$ cat src/rtl/cla_serial_add_ctrl.sv
// Serial WIDTH-bit adder: one 4-bit carry-lookahead slice reused once per nibble, LSB first,
// with valid/ready handshakes on the operand and result sides and registered outputs.

module cla_4bit (
  input  logic [3:0] a_i,
  input  logic [3:0] b_i,
  input  logic       c_i,
  output logic [3:0] s_o,
  output logic       c_o,
  output logic       pg_o,
  output logic       gg_o
);
  logic [3:0] p;
  logic [3:0] g;
  logic [4:0] c;

  // Lookahead carries expanded directly from propagate/generate terms.
  always_comb begin
    p    = a_i ^ b_i;
    g    = a_i & b_i;
    c[0] = c_i;
    c[1] = g[0] | (p[0] & c_i);
    c[2] = g[1] | (p[1] & g[0]) | (p[1] & p[0] & c_i);
    c[3] = g[2] | (p[2] & g[1]) | (p[2] & p[1] & g[0]) | (p[2] & p[1] & p[0] & c_i);
    gg_o = g[3] | (p[3] & g[2]) | (p[3] & p[2] & g[1]) | (p[3] & p[2] & p[1] & g[0]);
    pg_o = &p;
    c[4] = gg_o | (pg_o & c_i);
    s_o  = p ^ c[3:0];
    c_o  = c[4];
  end
endmodule

module cla_serial_add_ctrl #(
  parameter int unsigned WIDTH = 32
) (
  input  logic             clk,
  input  logic             rst_n,
  input  logic             in_valid,
  output logic             in_ready,
  input  logic [WIDTH-1:0] a,
  input  logic [WIDTH-1:0] b,
  input  logic             cin,
  output logic             out_valid,
  input  logic             out_ready,
  output logic [WIDTH-1:0] sum,
  output logic             cout,
  output logic             ovf,
  output logic             busy
);
  localparam int unsigned N  = WIDTH / 4;
  localparam int unsigned KW = (N > 1) ? $clog2(N) : 1;

  typedef enum logic [1:0] {IDLE = 2'd0, RUN = 2'd1, DONE = 2'd2} state_t;

  state_t            state_q, state_d;
  logic [WIDTH-1:0]  a_q, a_d, b_q, b_d;
  logic [WIDTH-1:0]  work_q, work_d;
  logic [WIDTH-1:0]  sum_q, sum_d;
  logic              carry_q, carry_d;
  logic [KW-1:0]     k_q, k_d;
  logic              cout_q, cout_d;
  logic              ovf_q, ovf_d;
  logic              in_ready_q, in_ready_d;
  logic              out_valid_q, out_valid_d;
  logic              busy_q, busy_d;

  logic [3:0]        nib_a, nib_b, slice_s;
  logic              slice_co;
  logic              slice_pg_unused, slice_gg_unused;

  // Operand nibble selected by the step counter.
  always_comb begin
    nib_a = '0;
    nib_b = '0;
    for (int i = 0; i < int'(N); i++) begin
      if (k_q == KW'(i)) begin
        nib_a = a_q[4*i +: 4];
        nib_b = b_q[4*i +: 4];
      end
    end
  end

  cla_4bit u_slice (
    .a_i  (nib_a),
    .b_i  (nib_b),
    .c_i  (carry_q),
    .s_o  (slice_s),
    .c_o  (slice_co),
    .pg_o (slice_pg_unused),
    .gg_o (slice_gg_unused)
  );

  always_ff @(posedge clk or negedge rst_n) begin
    if (!rst_n) begin
      state_q     <= IDLE;
      a_q         <= '0;
      b_q         <= '0;
      work_q      <= '0;
      sum_q       <= '0;
      carry_q     <= 1'b0;
      k_q         <= '0;
      cout_q      <= 1'b0;
      ovf_q       <= 1'b0;
      in_ready_q  <= 1'b1;
      out_valid_q <= 1'b0;
      busy_q      <= 1'b0;
    end else begin
      state_q     <= state_d;
      a_q         <= a_d;
      b_q         <= b_d;
      work_q      <= work_d;
      sum_q       <= sum_d;
      carry_q     <= carry_d;
      k_q         <= k_d;
      cout_q      <= cout_d;
      ovf_q       <= ovf_d;
      in_ready_q  <= in_ready_d;
      out_valid_q <= out_valid_d;
      busy_q      <= busy_d;
    end
  end

  always_comb begin
    state_d = state_q;
    a_d     = a_q;
    b_d     = b_q;
    work_d  = work_q;
    sum_d   = sum_q;
    carry_d = carry_q;
    k_d     = k_q;
    cout_d  = cout_q;
    ovf_d   = ovf_q;
    unique case (state_q)
      IDLE: begin
        if (in_valid) begin
          a_d     = a;
          b_d     = b;
          carry_d = cin;
          k_d     = '0;
          work_d  = '0;
          state_d = RUN;
        end
      end
      RUN: begin
        for (int i = 0; i < int'(N); i++) begin
          if (k_q == KW'(i)) work_d[4*i +: 4] = slice_s;
        end
        carry_d = slice_co;
        if (k_q == KW'(N - 1)) begin
          sum_d   = work_d;
          cout_d  = slice_co;
          ovf_d   = (a_q[WIDTH-1] == b_q[WIDTH-1]) && (work_d[WIDTH-1] != a_q[WIDTH-1]);
          state_d = DONE;
        end else begin
          k_d = k_q + KW'(1);
        end
      end
      DONE: begin
        if (out_ready) state_d = IDLE;
      end
      default: state_d = IDLE;
    endcase
    // Handshake flags are registered copies of the next state decode.
    in_ready_d  = (state_d == IDLE);
    out_valid_d = (state_d == DONE);
    busy_d      = (state_d != IDLE);
  end

  assign in_ready  = in_ready_q;
  assign out_valid = out_valid_q;
  assign busy      = busy_q;
  assign sum       = sum_q;
  assign cout      = cout_q;
  assign ovf       = ovf_q;
endmodule

$ cat config.mk
export PLATFORM = sky130hd
export DESIGN_NAME = cla_serial_add_ctrl
export DESIGN_NICKNAME = d
export VERILOG_FILES = /design/src/rtl/cla_serial_add_ctrl.sv
export SDC_FILE = /design/constraint.sdc
export NUM_CORES = 1
export LEC_CHECK = 0
export CORE_ASPECT_RATIO = 0.9
export CORE_MARGIN = 3
export CORE_UTILIZATION = 34
export CTS_CLUSTER_DIAMETER = 60
export DETAILED_ROUTE_END_ITERATION = 10
export PLACE_DENSITY = 0.66
export SKIP_CTS_REPAIR_TIMING = 1
export SLEW_MARGIN = 0
export SYNTH_ARGS = -nofsm -noshare
export SYNTH_HDL_FRONTEND = slang
export SYNTH_SLANG_ARGS = --single-unit
$ cat constraint.sdc
create_clock -name clk -period 4.4 [get_ports clk]
set_input_delay 1.32 -clock clk [delete_from_list [all_inputs] [get_ports clk]]
set_output_delay 1.32 -clock clk [all_outputs]
set_load 0.02 [all_outputs]
==> flow_results.org, run 1 <==
** Logic synthesis
- Share of the synthesized area in the top cell type :: 51.92%
- Synthesized flop and latch total :: 135
- Number of synthesized flops with an enable pin :: 0
- Top cell type by total area after synthesis :: sky130_fd_sc_hd__dfrtp_1
- Most frequently used flop master after synthesis :: sky130_fd_sc_hd__dfrtp_1
- Per-instance average area after synthesis :: 10.42 um^2
- In this run, distinct cell masters in the synthesized netlist total 52.
- Cell types with the largest area share after synthesis :: sky130_fd_sc_hd__dfrtp_1 (52%), sky130_fd_sc_hd__mux2_2 (11%), sky130_fd_sc_hd__a21oi_1 (3.9%)
- For this run, asynchronously set or reset flops after synthesis account for 100.0%.
- Sequential share of the synthesized area :: 52.32%
- Synthesis produced a netlist whose cell count is 620.
- Yosys printed 0 warnings.
- Netlist Area Pre-Place :: 6459 um^2
- Counting every net in the synthesized netlist gives 700.

** Pwr
- Maximum resistive drop on vdd :: 0.4667 mV
- In this run the static leakage power is 3.422 nW.
- For this design the total switching power over the nets is 3.205 mW.
- Int Pwr :: 4.326 mW
- Share of total power in sequential cells :: 29.7%
- Clock group share of total power :: 18.6%
- Dividing total power by cell area gives a power density of 908.2 nW/um^2.
- Final Total Pwr :: 7.532 mW
- Combinational logic is responsible for 51.7% of the overall power.
- Net switching is 42.56% of the power.

** Setup path
- For the worst setup path, the data required time is 4.70 ns.
- Crit Path Class :: reg -> reg
- The signal on the critical path passes through inv_1, ha_1, nand2_1, or3_1, o21ai_0, a31oi_1, ha_1, a21o_1, nand4_1, nand4b_1, o311ai_0.
- Crit path largest cell delay :: 0.60 ns
- The worst setup path is captured at a flip-flop.
- Of all nets on the critical path, the largest fanout is 22.
- Data arrival time at the worst-slack endpoint :: 4.37 ns
- Startpoint kind of the worst setup timing path :: flip-flop
- Critical path's most frequent cell :: sky130_fd_sc_hd__ha_1
- Slowest cell on the critical path :: sky130_fd_sc_hd__ha_1

** Route
- The detailed router finished its first iteration with 486 violations.
- For this run, design rule violations remaining after detail routing come to 0.
- Dividing the detail-routed wire length by the instance count gives 17.95 um.
- Once detail routing completed, the nets flagged for antenna violations numbered 0.
- The first TritonRoute pass finished after 4 iterations.
- Overall routed net length :: 17280 um
- Across all layers, the routed design uses 5041 vias.
- After detailed routing, the number of vias per cell comes to 5.235.

** Timing
- Summed over all failing endpoints, the final setup total negative slack is 0 ns.
- RSZ-0062 raised after global routing :: false
- The count of endpoints failing hold in the final timing report is 0.
- Clock period minus final worst setup slack :: 4.065 ns
- Based on the critical path, the design can be clocked at up to 246.0 MHz.
- Setup violations remaining at the end of the flow were counted as 0.
- Headroom to the max-slew limit came out at 23.77%.
- The worst path uses 92.39% of the clock period.
- The final-report max-slew violation count came to 0.
- For the final database, setup skew stands at 0.007565 ns.
- At the pin with the least slew margin, the transition time is 1.144 ns.

** Finish
- Most common cell after layout, fill and taps aside :: sky130_fd_sc_hd__dfrtp_1
- Number of standard cells in the final layout excluding fillers :: 963
- Post-layout nets :: 786
- Fraction of layout instances using a drive strength above 1 :: 16.30%
- N_diodes :: 0
- Most frequent cells in the layout :: sky130_fd_sc_hd__dfrtp_1 (134), sky130_fd_sc_hd__clkdlybuf4s50_1 (104), sky130_fd_sc_hd__nand2_1 (66)
- Compared with the post-synthesis result, the final layout area differs by 28.40%.

** Status
- The run finished with clean final reports.

** Die
- Vert. Die Dim :: 136.8 um
- In this run the standard cell core region covers 18520 um^2.
- Total die area :: 20690 um^2
- 106 I/O pins were placed.
- The initial utilization of the core area, before any placement, comes to 34.87%.
- The floorplan has 47 rows.
- The die is 151.3 um wide.

** CTS
- Latest clock arrival within the worst-skew pair :: 0.43 ns
- Number of levels in the clock H-tree :: 4
- After clock tree synthesis, the clock-pin slew on the worst setup and hold paths is 0.06 ns.
- Clock buffer count from CTS :: 17
- Counting every sink on the clock net gives 135.
- Clk Tree Root Cell :: sky130_fd_sc_hd__clkbuf_16
- Clock tree from TritonCTS :: yes
- Counting along the longest clock path gives a buffer depth of 2.

** Global routing
- Remaining global-route overflow :: 0
- Entering global routing, the biggest net connects 89 pins.
- GRT Resource Usage Total :: 17.40%
- Via count of the first global-routing pass :: 5016
- The first global-routing pass estimated 27460 um of wire.
- The initial antenna violation count is 0.

** Min path
- Class of the tightest hold or removal check :: reg -> reg

** Run
- The tool flagged a number of max-cap violations equal to 0.

** Place
- Number of input and output port buffers inserted :: 105
- Summed over all nets, the half-perimeter wirelength after detailed placement is 11970 um.
- In this run, placement finished with an instance count of 932.
- Routability-driven placement finished with a final weighted congestion of 0.8814.
-- metrics by stage --
step / setup slack (ns) / cell area, um^2 / hold WS [ns] / util, %
finish: 0.3347 / 8293 / 0.4700 / 44.77
CTS: 0.4265 / 8293 / 0.4750 / 44.77
floorplan: 0.7981 / 6459 / 0.4422 / -
global placement: 0.6174 / 7717 / 0.4538 / 41.66
global route: 0.06378 / 8293 / 0.5019 / 44.77
detailed placement: 0.3685 / 7717 / 0.4630 / 41.66
-- critical path, delay by kind of cell, from the launching register on --
kind | cells | cell delay [ns]
and+or+nand+nor | 4 | 1.66
adders and majority gates | 2 | 0.93
AOI/OAI and AO/OA | 4 | 0.82
DFF | 1 | 0.43
buffers and inverters | 1 | 0.10
-- cell type report --
type	count	area, um^2
clock inverters	7	93.84
inverters	16	60.06
clock buffers	24	481.7
multi-input cells	420	2824
flip-flops and latches	135	3379
repair buffers	116	1147
fillers	1744	10230
well taps	245	306.5
-- registers in the layout, indices dropped and copies added, names as in the netlist, 2 cells and up --
name and cells:
work_q 28, state_q 2, a_q 32, k_q 3, sum 32, b_q 32
-- metal layers --
metal,up-vias,GRT usage [%],wire (um)
li1,2401,-,-
met5,-,0,0
met4,0,7.100,429
met1,2460,24.43,7998
met3,32,4.305,958
met2,148,25.72,7896
-- final timing paths --
kind	endpoint	cells after the start	slack, ns	start
setup / recovery	work_q[27]	11	0.33	k_q[0]
hold / removal	work_q[13]	2	0.47	work_q[13]
setup reg to reg	work_q[27]	11	0.33	k_q[0]
hold reg to reg	work_q[13]	2	0.47	work_q[13]
max in group asynchronous	sum[18]	2	2.68	rst_n
min in group asynchronous	sum[8]	1	0.97	rst_n
-- synthesized netlist by cell type, types with 6 or more instances --
library cell               count
sky130_fd_sc_hd__a31oi_1      13
sky130_fd_sc_hd__nand3b_1      9
sky130_fd_sc_hd__clkbuf_1     32
sky130_fd_sc_hd__o311ai_0      6
sky130_fd_sc_hd__o211ai_1      6
sky130_fd_sc_hd__inv_1        15
sky130_fd_sc_hd__mux2_2       64
sky130_fd_sc_hd__o21a_1        7
sky130_fd_sc_hd__o22ai_1       6
sky130_fd_sc_hd__or3_1         6
sky130_fd_sc_hd__a22o_1       12
sky130_fd_sc_hd__a211o_1       9
sky130_fd_sc_hd__dfrtp_1     134
sky130_fd_sc_hd__ha_1         10
sky130_fd_sc_hd__buf_2        15
sky130_fd_sc_hd__a31o_2        8
sky130_fd_sc_hd__nor2_1       27
sky130_fd_sc_hd__a21oi_1      50
sky130_fd_sc_hd__o21ai_0      45
sky130_fd_sc_hd__nand4_1       8
sky130_fd_sc_hd__nor2b_1      15
sky130_fd_sc_hd__nand2_1      66
sky130_fd_sc_hd__nand3_1      16
-- cells by family after synthesis --
group	Yosys count	share of synthesized area [%]
compound gates	176	17.18
simple gates	167	12.63
mux	64	11.16
xor+xnor	2	0.2713
fa+ha+maj	11	2.247
flops	135	52.32
buf+inv	65	4.184
-- power by group through the flow --
stage	combinational, mW	clock (mW)	sequential (mW)
2_1_floorplan	2.58	0	2.27
3_3_place_gp	3.80	0	2.25
3_5_place_dp	3.86	0	2.26
4_1_cts	3.87	1.43	2.24
5_1_grt	4.30	1.48	2.32
6_report	3.89	1.40	2.24
No activity file was read; power rests on OpenSTA's default activity.
==> run 2: changes to the inputs <==
--- a/config.mk
+++ b/config.mk
@@ -7,10 +7,10 @@
 export LEC_CHECK = 0
 export CORE_ASPECT_RATIO = 0.9
 export CORE_MARGIN = 3
-export CORE_UTILIZATION = 34
+export CORE_UTILIZATION = 53
 export CTS_CLUSTER_DIAMETER = 60
 export DETAILED_ROUTE_END_ITERATION = 10
-export PLACE_DENSITY = 0.66
+export PLACE_DENSITY = 0.9
 export SKIP_CTS_REPAIR_TIMING = 1
 export SLEW_MARGIN = 0
 export SYNTH_ARGS = -nofsm -noshare
==> flow_results.org, run 2 (synthesized netlist as in run 1, its figures left out) <==
** Status
- Run status :: completed

** Timing
- The worst-case setup margin in the final layout was 0.2875 ns (-0.04712 ns).
- Achievable clock frequency :: 243.2 MHz (-1.1%)
- Post-Route Hold Slack :: 0.4773 ns (+0.007258 ns)
- The post-route minimum period came to 4.112 ns (+0.04712 ns).
- Largest clock skew in the final design :: 0.009980 ns (+0.002415 ns)
- The sum of negative setup slack was 0 ns (unchanged).
- The count of endpoints failing hold in the final timing report was 0 (unchanged).
- The final-report max-slew violation count is 0 (unchanged).
- RSZ-0062 raised after global routing :: false
- Number of setup violations in the final report :: 0 (unchanged)
- The headroom to the max-slew limit was 21.15% (-2.6 points).
- The share of the clock period used by the worst path after layout was 93.46% (+1.1 points).
- The actual transition at the worst max-transition pin is 1.183 ns (+0.03920 ns).

** CTS
- The clock buffer count from CTS came to 17 (unchanged).
- The worst-case clock buffer depth came to 2 (unchanged).
- The total number of H-tree levels came to 4 (unchanged).
- The tree is rooted in a sky130_fd_sc_hd__clkbuf_16.
- The worst-skew pair later-pin latency is 0.42 ns (about the same).
- TritonCTS built the clock tree.
- The clock transition at the register clock pins on the worst setup and hold paths after CTS is 0.06 ns (about the same).
- Number of sinks driven by the clock tree :: 135 (unchanged)

** Route
- Post-detailed-route wirelength per cell :: 20.59 um (+15%)
- Count of TritonRoute iterations in the first routing pass :: 6 (+2)
- The number of routed nets with antenna violations came to 0 (unchanged).
- Per-cell via count in the routed design :: 6.220 (+19%)
- Vias :: 5430 (+7.7%)
- The detailed-route wire length is 17980 um (+4.0%).
- Detailed router's first-iteration violation count :: 809 (+66%)
- The DRC violation count after routing was 0 (unchanged).

** Setup path
- Biggest fanout along the worst timing path :: 24 (+9.1%)
- Required arrival time at the worst endpoint :: 4.67 ns (-0.03 ns)
- Tracing the worst setup path back leads to its startpoint at k_q[0].
- Slack of the worst reg-to-reg path :: 0.29 ns (-0.05 ns)
- The worst register-to-register path begins at k_q[0].
- The arrival time at the worst endpoint came to 4.38 ns (about the same).
- STA classifies the critical path startpoint as a flip-flop.
- Crit Path Class :: reg -> reg
- Endpoint class of the critical path :: flip-flop

** Global routing
- The initial antenna violation count came to 0 (unchanged).
- The wire length of the first global-routing pass was 29250 um (+6.5%).
- The routing usage on met3 came to 6.633% (+2.3 points).
- The number of global-route vias before repair was 5601 (+12%).
- Largest net degree at the start of global routing :: 74 (-17%)
- The met1 track demand over resource was 35.24% (+11 points).
- GRT Resource Usage Total :: 27.94% (+11 points)
- Met2 capacity usage during global routing :: 46.41% (+21 points)
- After global routing, the most crowded layer is met2.
- Remaining global-route overflow :: 0 (unchanged)

** Finish
- The register area was 3379 um^2 (unchanged).
- From synthesis to final layout, the design area changed by 25.92%.
- N_diodes :: 0 (unchanged)
- Design Area, Final :: 8133 um^2 (-1.9%)
- In the layout the commonest cells are sky130_fd_sc_hd__dfrtp_1 (134), sky130_fd_sc_hd__clkdlybuf4s50_1 (104), sky130_fd_sc_hd__nand2_1 (65).
- The net count of the finished layout is 784 (-0.25%).
- Combined area of the multi-input logic cells :: 2829 um^2 (+0.18%)
- Most common cell after layout, fill and taps aside :: sky130_fd_sc_hd__dfrtp_1
- The utilization of the core after routing is 69.71% (+25 points).
- The filler cell count in the final layout is 855 (-51%).
- Number of standard cells in the final layout excluding fillers :: 873 (-9.3%)
- Fraction of layout instances using a drive strength above 1 :: 16.18% (-0.12 points)

** Die
- Placement Rows :: 37 (-21%)
- Initial Utilization :: 55.36% (+20 points)
- The number of top-level design ports is 106 (unchanged).
- The x dimension of the die was 122.4 um (-19%).
- Core region area :: 11670 um^2 (-37%)
- Vert. Die Dim :: 110.7 um (-19%)
- Total die area :: 13550 um^2 (-35%)

** Pwr
- Power density over the cells :: 931.3 nW/um^2 (+2.5%)
- The worst ir drop on vdd was 0.5201 mV (+11%).
- The leakage power of the design was 3.400 nW (-0.62%).
- The final total power is 7.574 mW (+0.57%).

** Place
- The count of port buffers added during placement is 105 (unchanged).
- The placed wire-length estimate was 12130 um (+1.4%).
- The instance area at placement was 7600 um^2 (-1.5%).
- Worst setup slack before clock tree synthesis :: 0.4955 ns (+0.1270 ns)
- The count of placed standard cells including taps was 841 (-9.8%).
- Final RePlAce weighted congestion :: 0.9593 (+8.8%)

** Min path
- The worst hold path begins at work_q[13].
- The worst hold path belongs to the class reg -> reg.

** Run
- Maximum capacitance violations :: 0 (unchanged)
-- run 2: cell types whose count changed in the layout (fill, tap and decap cells not counted), sizes merged --
cell,delta
buf,-2
clkinv,+3
inv,-1
clkinvlp,-2
bufinv,-2
clkbuf,+3
-- run 2: worst max-delay path, cell delays in order, from the launching register on --
cell,delay [ns]
sky130_fd_sc_hd__dfrtp_1,0.44
sky130_fd_sc_hd__inv_1,0.14
sky130_fd_sc_hd__ha_1,0.17
sky130_fd_sc_hd__buf_4,0.23
sky130_fd_sc_hd__nand2_1,0.55
sky130_fd_sc_hd__o21ai_0,0.40
sky130_fd_sc_hd__a31o_2,0.18
sky130_fd_sc_hd__a31oi_1,0.09
sky130_fd_sc_hd__ha_1,0.41
sky130_fd_sc_hd__o21a_1,0.16
sky130_fd_sc_hd__a211o_1,0.33
sky130_fd_sc_hd__nand4b_1,0.34
sky130_fd_sc_hd__o311ai_0,0.51
-- run 2: layer usage --
layer / share of wire (%) / wire [um]
met2: 51 / 9116
met4: 3.4 / 616
met3: 7.4 / 1334
met1: 38 / 6909
met5: 0 / 0
-- run 2: area by class of cell --
| type | count | area share [%] |
|---|---|---|
| Inverter | 16 | 0.7385 |
| Clock inverter | 5 | 0.3077 |
| Clock buffer | 27 | 6.185 |
| Tap cell | 156 | 2.400 |
| Timing Repair Buffer | 114 | 14.03 |
| Sequential cell | 135 | 41.55 |
| Multi-Input combinational cell | 420 | 34.78 |
-- run 2: final timing paths --
check                             endpoint  cells after the start
worst max-delay path            work_q[11]                     12
worst min-delay path            work_q[13]                      2
worst max register to register  work_q[11]                     12
worst min register to register  work_q[13]                      2
max in group asynchronous         in_ready                      2
min in group asynchronous          b_q[30]                      1
-- run 2: power by group --
group	switching, mW	internal [mW]	leakage [nW]
Clock	0.508	0.775	0.265
Sequential	0.435	1.83	1.65
Combinational	2.40	1.63	1.48
